### config.mk
export PLATFORM = sky130hd
export DESIGN_NAME = v810_prefetch
export DESIGN_NICKNAME = d
export VERILOG_FILES = /design/src/rtl/v810_pkg.sv /design/src/rtl/v810_prefetch_fifo.sv /design/src/rtl/v810_prefetch.sv
export SDC_FILE = /design/constraint.sdc
export NUM_CORES = 1
export LEC_CHECK = 0
export ABC_AREA = 1
export CORE_MARGIN = 2
export CORE_UTILIZATION = 25
export CTS_BUF_LIST = sky130_fd_sc_hd__clkbuf_4
export DETAILED_ROUTE_END_ITERATION = 7
export MAX_ROUTING_LAYER = met4
export PLACE_DENSITY_LB_ADDON = 0.15
export SYNTH_ARGS = -nofsm -noshare
export SYNTH_HDL_FRONTEND = slang
export SYNTH_HIERARCHICAL = 1
export SYNTH_SLANG_ARGS = --single-unit
### constraint.sdc
create_clock -name CLK -period 15.2 [get_ports CLK]
set_input_delay 3.04 -clock CLK [delete_from_list [all_inputs] [get_ports CLK]]
set_output_delay 3.04 -clock CLK [all_outputs]
set_load 0.02 [all_outputs]
### src/rtl/v810_pkg.sv
// ----------------------------------------------------------------------------
// v810_pkg
// Shared types and helpers for the v810 instruction prefetch queue.
//   addr_t      32-bit byte address
//   word_t      32-bit instruction word
//   pf_state_t  memory-fetch FSM state
//   hw_merge()  builds a halfword-misaligned 32-bit fetch from two words
// ----------------------------------------------------------------------------
package v810_pkg;

    typedef logic [31:0] addr_t;
    typedef logic [31:0] word_t;

    typedef enum logic [1:0] {
        PF_IDLE,
        PF_FETCH,
        PF_DRAIN
    } pf_state_t;

    // A fetch at byte offset 2 takes the upper half of the lower word as its
    // low halfword and the lower half of the next word as its high halfword.
    function automatic word_t hw_merge(input word_t lo_word, input word_t hi_word);
        return {hi_word[15:0], lo_word[31:16]};
    endfunction

endpackage

### src/rtl/v810_prefetch_fifo.sv
// ----------------------------------------------------------------------------
// v810_prefetch_fifo
// DEPTH-word circular storage for the prefetch queue. The owner tracks the
// occupancy; this block only keeps the head pointer and the word array.
//   clk, rst_n   clock, asynchronous active-low reset (head pointer only)
//   wr_en        write wr_data at slot head+wr_off
//   wr_off       write offset from head (the current occupancy)
//   wr_data      word to store
//   pop          number of words to retire from the head (modulo DEPTH)
//   rd_off       read offset k from head
//   rd0, rd1     words at head+k and head+k+1
// ----------------------------------------------------------------------------
module v810_prefetch_fifo
    import v810_pkg::*;
#(
    parameter int DEPTH = 4,
    localparam int PW = $clog2(DEPTH)
) (
    input  logic          clk,
    input  logic          rst_n,
    input  logic          wr_en,
    input  logic [PW-1:0] wr_off,
    input  word_t         wr_data,
    input  logic [PW-1:0] pop,
    input  logic [PW-1:0] rd_off,
    output word_t         rd0,
    output word_t         rd1
);

    logic [PW-1:0] head_q, head_d;
    logic [PW-1:0] wr_idx, rd_idx0, rd_idx1;
    word_t         mem_q [DEPTH];

    // DEPTH is a power of two, so all pointer arithmetic wraps naturally.
    always_comb begin
        head_d  = head_q + pop;
        wr_idx  = head_q + wr_off;
        rd_idx0 = head_q + rd_off;
        rd_idx1 = rd_idx0 + PW'(1);
    end

    assign rd0 = mem_q[rd_idx0];
    assign rd1 = mem_q[rd_idx1];

    always_ff @(posedge clk or negedge rst_n) begin
        if (!rst_n) begin
            head_q <= '0;
        end else begin
            head_q <= head_d;
        end
    end

    always_ff @(posedge clk) begin
        if (wr_en) begin
            mem_q[wr_idx] <= wr_data;
        end
    end

endmodule

### src/rtl/v810_prefetch.sv
// ----------------------------------------------------------------------------
// v810_prefetch
// Instruction prefetch queue between the v810 execution unit fetch port and
// the memory EUI port. Fetches aligned words sequentially ahead of the
// execution unit, serves aligned and halfword-misaligned 32-bit fetches from
// the queue, and flushes/restarts on a request outside the queued window.
//   CLK, RESn, CE        clock, async active-low reset, clock enable
//   IA, IREQ             exec fetch address / request (held until IACK)
//   ID, IACK             fetch data / one-cycle acknowledge (registered)
//   MIA, MIREQ           memory word address / request (held until MIACK)
//   MID, MIACK           memory data / acknowledge
// Optional build macro V810_PREFETCH_STATS_EN adds saturating counters:
//   HITS                 number of IACK pulses
//   FLUSHES              number of out-of-window flushes
// ----------------------------------------------------------------------------
module v810_prefetch
    import v810_pkg::*;
#(
    parameter int DEPTH = 4,
    parameter int AW    = 32
) (
    input  logic          CLK,
    input  logic          RESn,
    input  logic          CE,
    input  logic [AW-1:0] IA,
    input  logic          IREQ,
    output word_t         ID,
    output logic          IACK,
    output logic [AW-1:0] MIA,
    output logic          MIREQ,
    input  word_t         MID,
    input  logic          MIACK
`ifdef V810_PREFETCH_STATS_EN
    ,
    output logic [31:0]   HITS,
    output logic [31:0]   FLUSHES
`endif
);

    localparam int PW = $clog2(DEPTH);
    localparam int CW = PW + 1;
    localparam int OW = AW - 2;   // addresses tracked as word addresses

    pf_state_t     state_q, state_d;
    logic [OW-1:0] ha_q, ha_d;
    logic [OW-1:0] mia_q, mia_d;
    logic [CW-1:0] cnt_q, cnt_d;
    logic          iack_q, iack_d;
    word_t         id_q, id_d;

    logic [OW-1:0] w_word, ta_word, off;
    logic [CW-1:0] retire;
    logic          mis, hit, in_win, flush, fill;
    word_t         rd0, rd1;
    logic          ia_unused;

    assign ia_unused = IA[0];

    always_comb begin
        w_word  = IA[AW-1:2];
        mis     = IA[1];
        ta_word = ha_q + OW'(cnt_q);
        // Modular offset: a W below HA wraps to a huge value and misses.
        off     = w_word - ha_q;

        // The acknowledged request is still on IA during the IACK cycle, so
        // lookup is suppressed then to avoid acknowledging it twice.
        hit    = IREQ && !iack_q && (off < OW'(cnt_q)) &&
                 (!mis || (off + OW'(1) < OW'(cnt_q)));
        // W == TA counts as arriving soon, except when the queue is full: no
        // fetch can start then, so waiting would never complete.
        in_win = (off <= OW'(cnt_q)) && (cnt_q != CW'(DEPTH));
        flush  = IREQ && !iack_q && !hit && !in_win;
        fill   = (state_q == PF_FETCH) && MIACK && !flush;
        retire = hit ? (CW'(off) + CW'(mis)) : '0;

        if (flush) begin
            ha_d  = w_word;
            cnt_d = '0;
        end else begin
            ha_d  = ha_q + OW'(retire);
            cnt_d = cnt_q + CW'(fill) - retire;
        end

        iack_d = hit;
        id_d   = id_q;
        if (hit) begin
            id_d = mis ? hw_merge(rd0, rd1) : rd0;
        end

        state_d = state_q;
        mia_d   = mia_q;
        case (state_q)
            PF_IDLE: begin
                if (!flush && (cnt_q != CW'(DEPTH))) begin
                    state_d = PF_FETCH;
                    mia_d   = ta_word;
                end
            end
            PF_FETCH: begin
                // A flush coinciding with MIACK just drops the data (fill=0).
                if (MIACK) begin
                    state_d = PF_IDLE;
                end else if (flush) begin
                    state_d = PF_DRAIN;
                end
            end
            PF_DRAIN: begin
                if (MIACK) begin
                    state_d = PF_IDLE;
                end
            end
            default: state_d = PF_IDLE;
        endcase
    end

    always_ff @(posedge CLK or negedge RESn) begin
        if (!RESn) begin
            state_q <= PF_IDLE;
            ha_q    <= '0;
            mia_q   <= '0;
            cnt_q   <= '0;
            iack_q  <= 1'b0;
            id_q    <= '0;
        end else if (CE) begin
            state_q <= state_d;
            ha_q    <= ha_d;
            mia_q   <= mia_d;
            cnt_q   <= cnt_d;
            iack_q  <= iack_d;
            id_q    <= id_d;
        end
    end

    v810_prefetch_fifo #(
        .DEPTH (DEPTH)
    ) u_fifo (
        .clk     (CLK),
        .rst_n   (RESn),
        .wr_en   (fill && CE),
        .wr_off  (cnt_q[PW-1:0]),
        .wr_data (MID),
        .pop     (CE ? retire[PW-1:0] : '0),
        .rd_off  (off[PW-1:0]),
        .rd0     (rd0),
        .rd1     (rd1)
    );

    assign MIREQ = (state_q != PF_IDLE);
    assign MIA   = {mia_q, 2'b00};
    assign IACK  = iack_q;
    assign ID    = id_q;

`ifdef V810_PREFETCH_STATS_EN
    logic [31:0] hits_q, hits_d, flushes_q, flushes_d;

    always_comb begin
        hits_d    = hits_q;
        flushes_d = flushes_q;
        if (iack_q && (hits_q != '1)) begin
            hits_d = hits_q + 32'd1;
        end
        if (flush && (flushes_q != '1)) begin
            flushes_d = flushes_q + 32'd1;
        end
    end

    always_ff @(posedge CLK or negedge RESn) begin
        if (!RESn) begin
            hits_q    <= '0;
            flushes_q <= '0;
        end else if (CE) begin
            hits_q    <= hits_d;
            flushes_q <= flushes_d;
        end
    end

    assign HITS    = hits_q;
    assign FLUSHES = flushes_q;
`endif

endmodule

Word level (Yosys, flattened, before mapping)
Memories as Yosys holds them, arrays and structs flattened.
Index checks and enable logic that the tools add are counted.
{"block": "totals", "mem_count": 1, "latch_bits": 0, "ff_bits": 100, "rom_bits": 0, "ram_bits": 128, "word_cells": 61}
{"memory": "u_fifo.mem_q", "words": 4, "word_bits": 32, "rd": 2, "rd_clocked_by_memory_dff": 0, "write_ports": 1, "line": "v810_prefetch_fifo.sv:32", "rtl": "word_t mem_q [DEPTH];"}
{"block": "op_classes", "n_lt_le_gt_ge": 3, "bitwise": 0, "shifts": 0, "div_mod_pow": 0, "eq_ne": 6, "n_reduce_logical": 21, "addsub": 11, "mux": 12, "multipliers": 0}
{"op": "$add A30 B3 Y30", "n": 2}
{"op": "$lt A30 B3 Y1", "n": 2}
{"op": "$mux W32", "n": 1}
{"op": "$add A30 B1 Y30 const B", "n": 1}
{"op": "$le A30 B3 Y1", "n": 1}
{"op": "$mux W30", "n": 1}
{"op": "$sub A30 B30 Y30", "n": 1}
{"op": "$logic_and A1 B1 Y1", "n": 10}
{"op": "$mux W2", "n": 5}
{"op": "$add A2 B2 Y2", "n": 3}
{"op": "$add A3 B1 Y3", "n": 2}
{"op": "$mux W3", "n": 2}
{"op": "$ne A3 B3 Y1 const B", "n": 2}
{"op": "$pmux W2 S3", "n": 1}
{"op": "$logic_not A1 Y1", "n": 5}
{"op": "$ne A2 B2 Y1 const B", "n": 2}
{"op": "$reduce_and A4 Y1", "n": 1}
{"op": "$reduce_and A3 Y1", "n": 1}
{"op": "$sub A3 B3 Y3", "n": 1}
{"op": "$add A2 B1 Y2 const B", "n": 1}
{"op": "$eq A2 B1 Y1 const B", "n": 1}
{"op": "$eq A2 B2 Y1 const B", "n": 1}
{"op": "$logic_not A2 Y1", "n": 1}
{"op": "$mux W1", "n": 2}
{"op": "other kinds (3)", "n": 3}

Longest topological paths before layout
{"block": "depth", "word_depth": 13, "ltp_mapped": 43}

Hierarchy
Netlist, hierarchy kept.
{"module": "v810_prefetch", "cells_each": 1457, "area_each_um2": 9565.4, "n_inst": 1}
{"module": "v810_prefetch_fifo", "cells_each": 664, "area_each_um2": 6478.7, "n_inst": 1}

Worst setup path before layout
No wires, ideal clock.
{"block": "synth_timing", "kind": "input to register", "start": "input IA[2]", "end": "memory u_fifo/mem_q[0][0] in the netlist's numbering (enable)", "required_time_ns": 14.739, "path_slack_ns": 6.476, "t_arrival_ns": 8.263, "setup_time_ns": 0.461, "cell_stages": 28, "path_cell_list": "inv_1 ha_1 fa_1 inv_1 ha_1 inv_1 nor2_1 nand3_1 nor2_2 nand3_1 nor2_2 nand3_1 nor2_4 nand2_1 nand2_1 nand2_1 nor2_1 nand2_1 nor2_1 nand2_1 nand2_2 nand2_4 nand2_8 buf_4 nand3_1 nor2_1 inv_1 nor3_1"}
{"block": "synth_via", "elab_chain_len": 13, "word_cells_on_any_way": 18, "classes_between": "add/sub: 2; order compare: 3; mux: 2; reduce/logical: 11"}
{"element": "start, declared", "line": "v810_prefetch.sv:25", "rtl": "input logic [AW-1:0] IA,"}
{"element": "$sub A30 B30 Y30 *", "line": "v810_prefetch.sv:64", "rtl": "off = w_word - ha_q;"}
{"element": "via off[1]", "line": "v810_prefetch.sv:51", "rtl": "logic [OW-1:0] w_word, ta_word, off;"}
{"element": "$add A30 B1 Y30", "line": "v810_prefetch.sv:69", "rtl": "(!mis || (off + OW'(1) < OW'(cnt_q)));"}
{"element": "$lt A30 B3 Y1", "line": "v810_prefetch.sv:69"}
{"element": "$logic_or A1 B1 Y1", "line": "v810_prefetch.sv:69"}
{"element": "$logic_and A1 B1 Y1", "line": "v810_prefetch.sv:68", "rtl": "hit = IREQ && !iack_q && (off < OW'(cnt_q)) &&"}
{"element": "$logic_not A1 Y1", "line": "v810_prefetch.sv:73", "rtl": "flush = IREQ && !iack_q && !hit && !in_win;"}
{"element": "$logic_and A1 B1 Y1", "line": "v810_prefetch.sv:73"}
{"element": "$logic_and A1 B1 Y1 *", "line": "v810_prefetch.sv:73"}
{"element": "$logic_not A1 Y1 *", "line": "v810_prefetch.sv:74", "rtl": "fill = (state_q == PF_FETCH) && MIACK && !flush;"}
{"element": "$logic_and A1 B1 Y1 *", "line": "v810_prefetch.sv:74"}
{"element": "$logic_and A1 B1 Y1 *", "line": "v810_prefetch.sv:140", "rtl": ".wr_en (fill && CE),"}
{"element": "$mux W1 *", "line": "v810_prefetch_fifo.sv:54", "rtl": "if (wr_en) begin"}
{"element": "$mux W1 (not written as such) *", "line": "v810_prefetch_fifo.sv:55", "rtl": "mem_q[wr_idx] <= wr_data;"}
{"element": "end, declared", "line": "v810_prefetch_fifo.sv:32"}
Mark *: on every way through the listed nets, which the timed path passes. The rest lies on a longest branch.

Worst setup path after layout
{"block": "layout_timing", "start": "input IA[2]", "end": "register ha_q[24]"}
{"block": "layout_via", "elab_chain_len": 9, "word_cells_on_any_way": 17, "classes_between": "add/sub: 4; order compare: 3; mux: 2; reduce/logical: 8"}
{"element": "$sub A30 B30 Y30 *", "line": "v810_prefetch.sv:64"}
{"element": "via off[1]", "line": "v810_prefetch.sv:51"}
{"element": "parallel branches: the longest is 7 deep, another holds $add A30 B1 Y30"}
{"element": "$mux W30 *", "line": "v810_prefetch.sv:77", "rtl": "if (flush) begin"}
{"element": "end signal, assigned", "line": "v810_prefetch.sv:120", "rtl": "ha_q <= '0;"}
{"element": "end signal, assigned", "line": "v810_prefetch.sv:127", "rtl": "ha_q <= ha_d;"}
{"element": "end, declared", "line": "v810_prefetch.sv:45", "rtl": "logic [OW-1:0] ha_q, ha_d;"}
Mark *: on every way through the listed nets, which the timed path passes.
A chain may end at the register's enable or synchronous reset.

==> results.py <==
metrics = {
    "outcome": {
        "status": "finished, final reports clean",
    },
    "global_routing": {
        "grt-ovfl-total": 0,
        "antenna_found_initial": 8,
        "grt_pass1_wl_um": 76200,
        "track_usage": 0.160,
        "grt_pass1_vias": 13200,
        "grt_max_degree": 95,
    },
    "power_and_ir_drop": {
        "max-vdd-ir-drop_mv": 0.0515,
        "p_per_area_nw_per_um2": 117,
        "p_leak_nw": 8.22,
    },
    "timing": {
        "tightestPinTransition_ns": 1.06,
        "final.min_clock_period_ns": 8.59,
        "timing.slew.headroom": 0.292,
        "drv_slew": 0,
        "finalClockSkew_ns": 0.0707,
        "rsz0062_at_grt": "no",
        "setup_violations": 0,
        "final-hold-violation-count": 0,
        "tns_ns": 0,
        "clock.fmax_mhz": 116,
        "fin_crit_sh": 0.565,
        "fin_ws_ns": 6.61,
    },
    "place": {
        "dpl_cell_area_sq_um": 17500,
        "dp_worst_setup_slack_ns": 5.87,
        "io_buffers": 131,
        "finalWeightedCongestion": 0.865,
        "dp_hpwl_um": 35800,
    },
    "critical_path": {
        "worstReg2RegEnd": "ha_q[24]",
        "worst_r2r_path_depth": 35,
        "startpoint_type": "input port",
        "critPathKind": "in2reg",
        "r2r_start": "ha_q[0]",
        "end_kind": "flip-flop",
        "crit_fanout": 6,
        "required_ns": 15.77,
        "arrival_ns": 9.17,
        "crit_end": "ha_q[24]",
        "r2r_slack_ns": 9.11,
        "max_stage_delay_ns": 0.52,
        "slowest_stage": "clkdlybuf4s50_1",
        "critPathLaunch": "IA[2]",
    },
    "hold_path": {
        "min_path_type": "reg2reg",
    },
    "floorplan": {
        "start_util": 0.252,
        "coreArea_sq_um": 61500,
        "die_w_um": 253,
        "dieArea_sq_um": 63900,
        "placementRows": 91,
        "dieHeight_um": 253,
        "io_pins": 135,
    },
    "drt": {
        "wl_per_cell_um": 16.5,
        "route.vias.total": 13500,
        "drt-vias-per-instance": 4.53,
        "wl_um": 49400,
        "remaining_drc_errors": 0,
        "drt_pre_antenna_iters": 6,
        "detail_route.iter0.violations": 783,
        "ant_nets": 0,
    },
    "clock_tree": {
        "cts_tree": "built",
        "hold_buffers": 0,
        "insertion_delay_ns": 0.75,
        "ctsResizeCount": 0,
        "cts-htree-levels": 3,
        "clock_sinks": 228,
        "root_buffer": "clkbuf_4",
        "cts.clk_slew.worst_paths_ns": 0.05,
        "clockBufferDepth": 3,
        "cts_buffers": 67,
        "postCtsSetupRepairBufs": 0,
    },
    "cells_and_area": {
        "drive_gt1_frac": 0.120,
        "nFillCells": 6629,
        "layout.area.seq_sq_um": 6350,
        "area_growth_pct": 18.4,
        "utilization": 0.298,
        "nets": 2267,
        "multi_input_area_sq_um": 7820,
        "finalInstanceArea_sq_um": 18300,
    },
    "synthesis": {
        "synthesis.area_sq_um": 15500,
        "synthCells": 2000,
        "ys_warn_count": 6,
        "avgSynthCellArea_sq_um": 7.74,
    },
    "job": {
        "drv_cap": 0,
    },
}
how the worst min path moves through the flow:
stage	slack [ns]	depth (start not counted)	startpoint	end
2_1_floorplan	0.47	2	ha_q[27]	ha_q[27]
3_3_place_gp	0.47	2	mia_q[6]	mia_q[6]
3_5_place_dp	0.47	2	mia_q[7]	mia_q[7]
4_1_cts	0.49	2	mia_q[7]	mia_q[7]
5_1_grt	0.51	2	mia_q[22]	mia_q[22]
6_report	0.48	2	mia_q[7]	mia_q[7]
metal layers:
layer  track usage  part of all wire  vias up
li1              -                 -     6838
met1         0.193              0.44     6308
met2         0.271              0.49      322
met3        0.0316             0.050       75
met4        0.0468             0.023        0
met5             -                 0        -
area by class of cell:
cell class | instances | area share
Antenna cell | 8 | 0.00109
Clock buffer | 99 | 0.0406
Clock inverter | 17 | 0.00526
Inverter | 245 | 0.0502
Multi-Input combinational cell | 1459 | 0.427
Sequential cell | 228 | 0.346
Tap cell | 790 | 0.0539
Timing Repair Buffer | 143 | 0.0758
per-stage QoR:
step / hold WS [ns] / power (mW) / instances
detailed placement: 0.474 / 1.58 / 2865
finish: 0.482 / 2.14 / 2989
global placement: 0.473 / 1.58 / 2865
global route: 0.506 / 2.30 / 2989
floorplan: 0.474 / 1.31 / 2001
CTS: 0.488 / 2.18 / 2981
sequential cells by signal, indices dropped and copies added (netlist names):
| signal | cells |
|---|---|
| u_fifo/mem_q | 128 |
| ID | 32 |
| ha_q | 30 |
| mia_q | 30 |
| cnt_q | 3 |
| state_q | 2 |
| u_fifo/head_q | 2 |
| IACK | 1 |
where the power goes:
| group | internal, mW | switching, mW |
|---|---|---|
| Sequential | 0.709 | 0.0453 |
| Combinational | 0.283 | 0.521 |
| Clock | 0.301 | 0.283 |
placed cells by master (no fill, tap or decap), types with 69 or more instances in the layout:
cell and count:
nand3_1 114, o21ai_0 83, nor2_1 145, edfxtp_1 128
inv_1 227, nand2_1 622, o21ai_1 69, dfrtp_1 100
clkbuf_4 99, clkdlybuf4s50_1 128
critical path, delay by kind of cell:
| kind | cells | cell delay, ns |
|---|---|---|
| simple gates | 24 | 3.56 |
| buf+inv | 6 | 0.99 |
| fa+ha+maj | 5 | 1.34 |
| xor+xnor | 1 | 0.16 |
| compound gates | 1 | 0.07 |
Power figures use the tool's default switching activity.
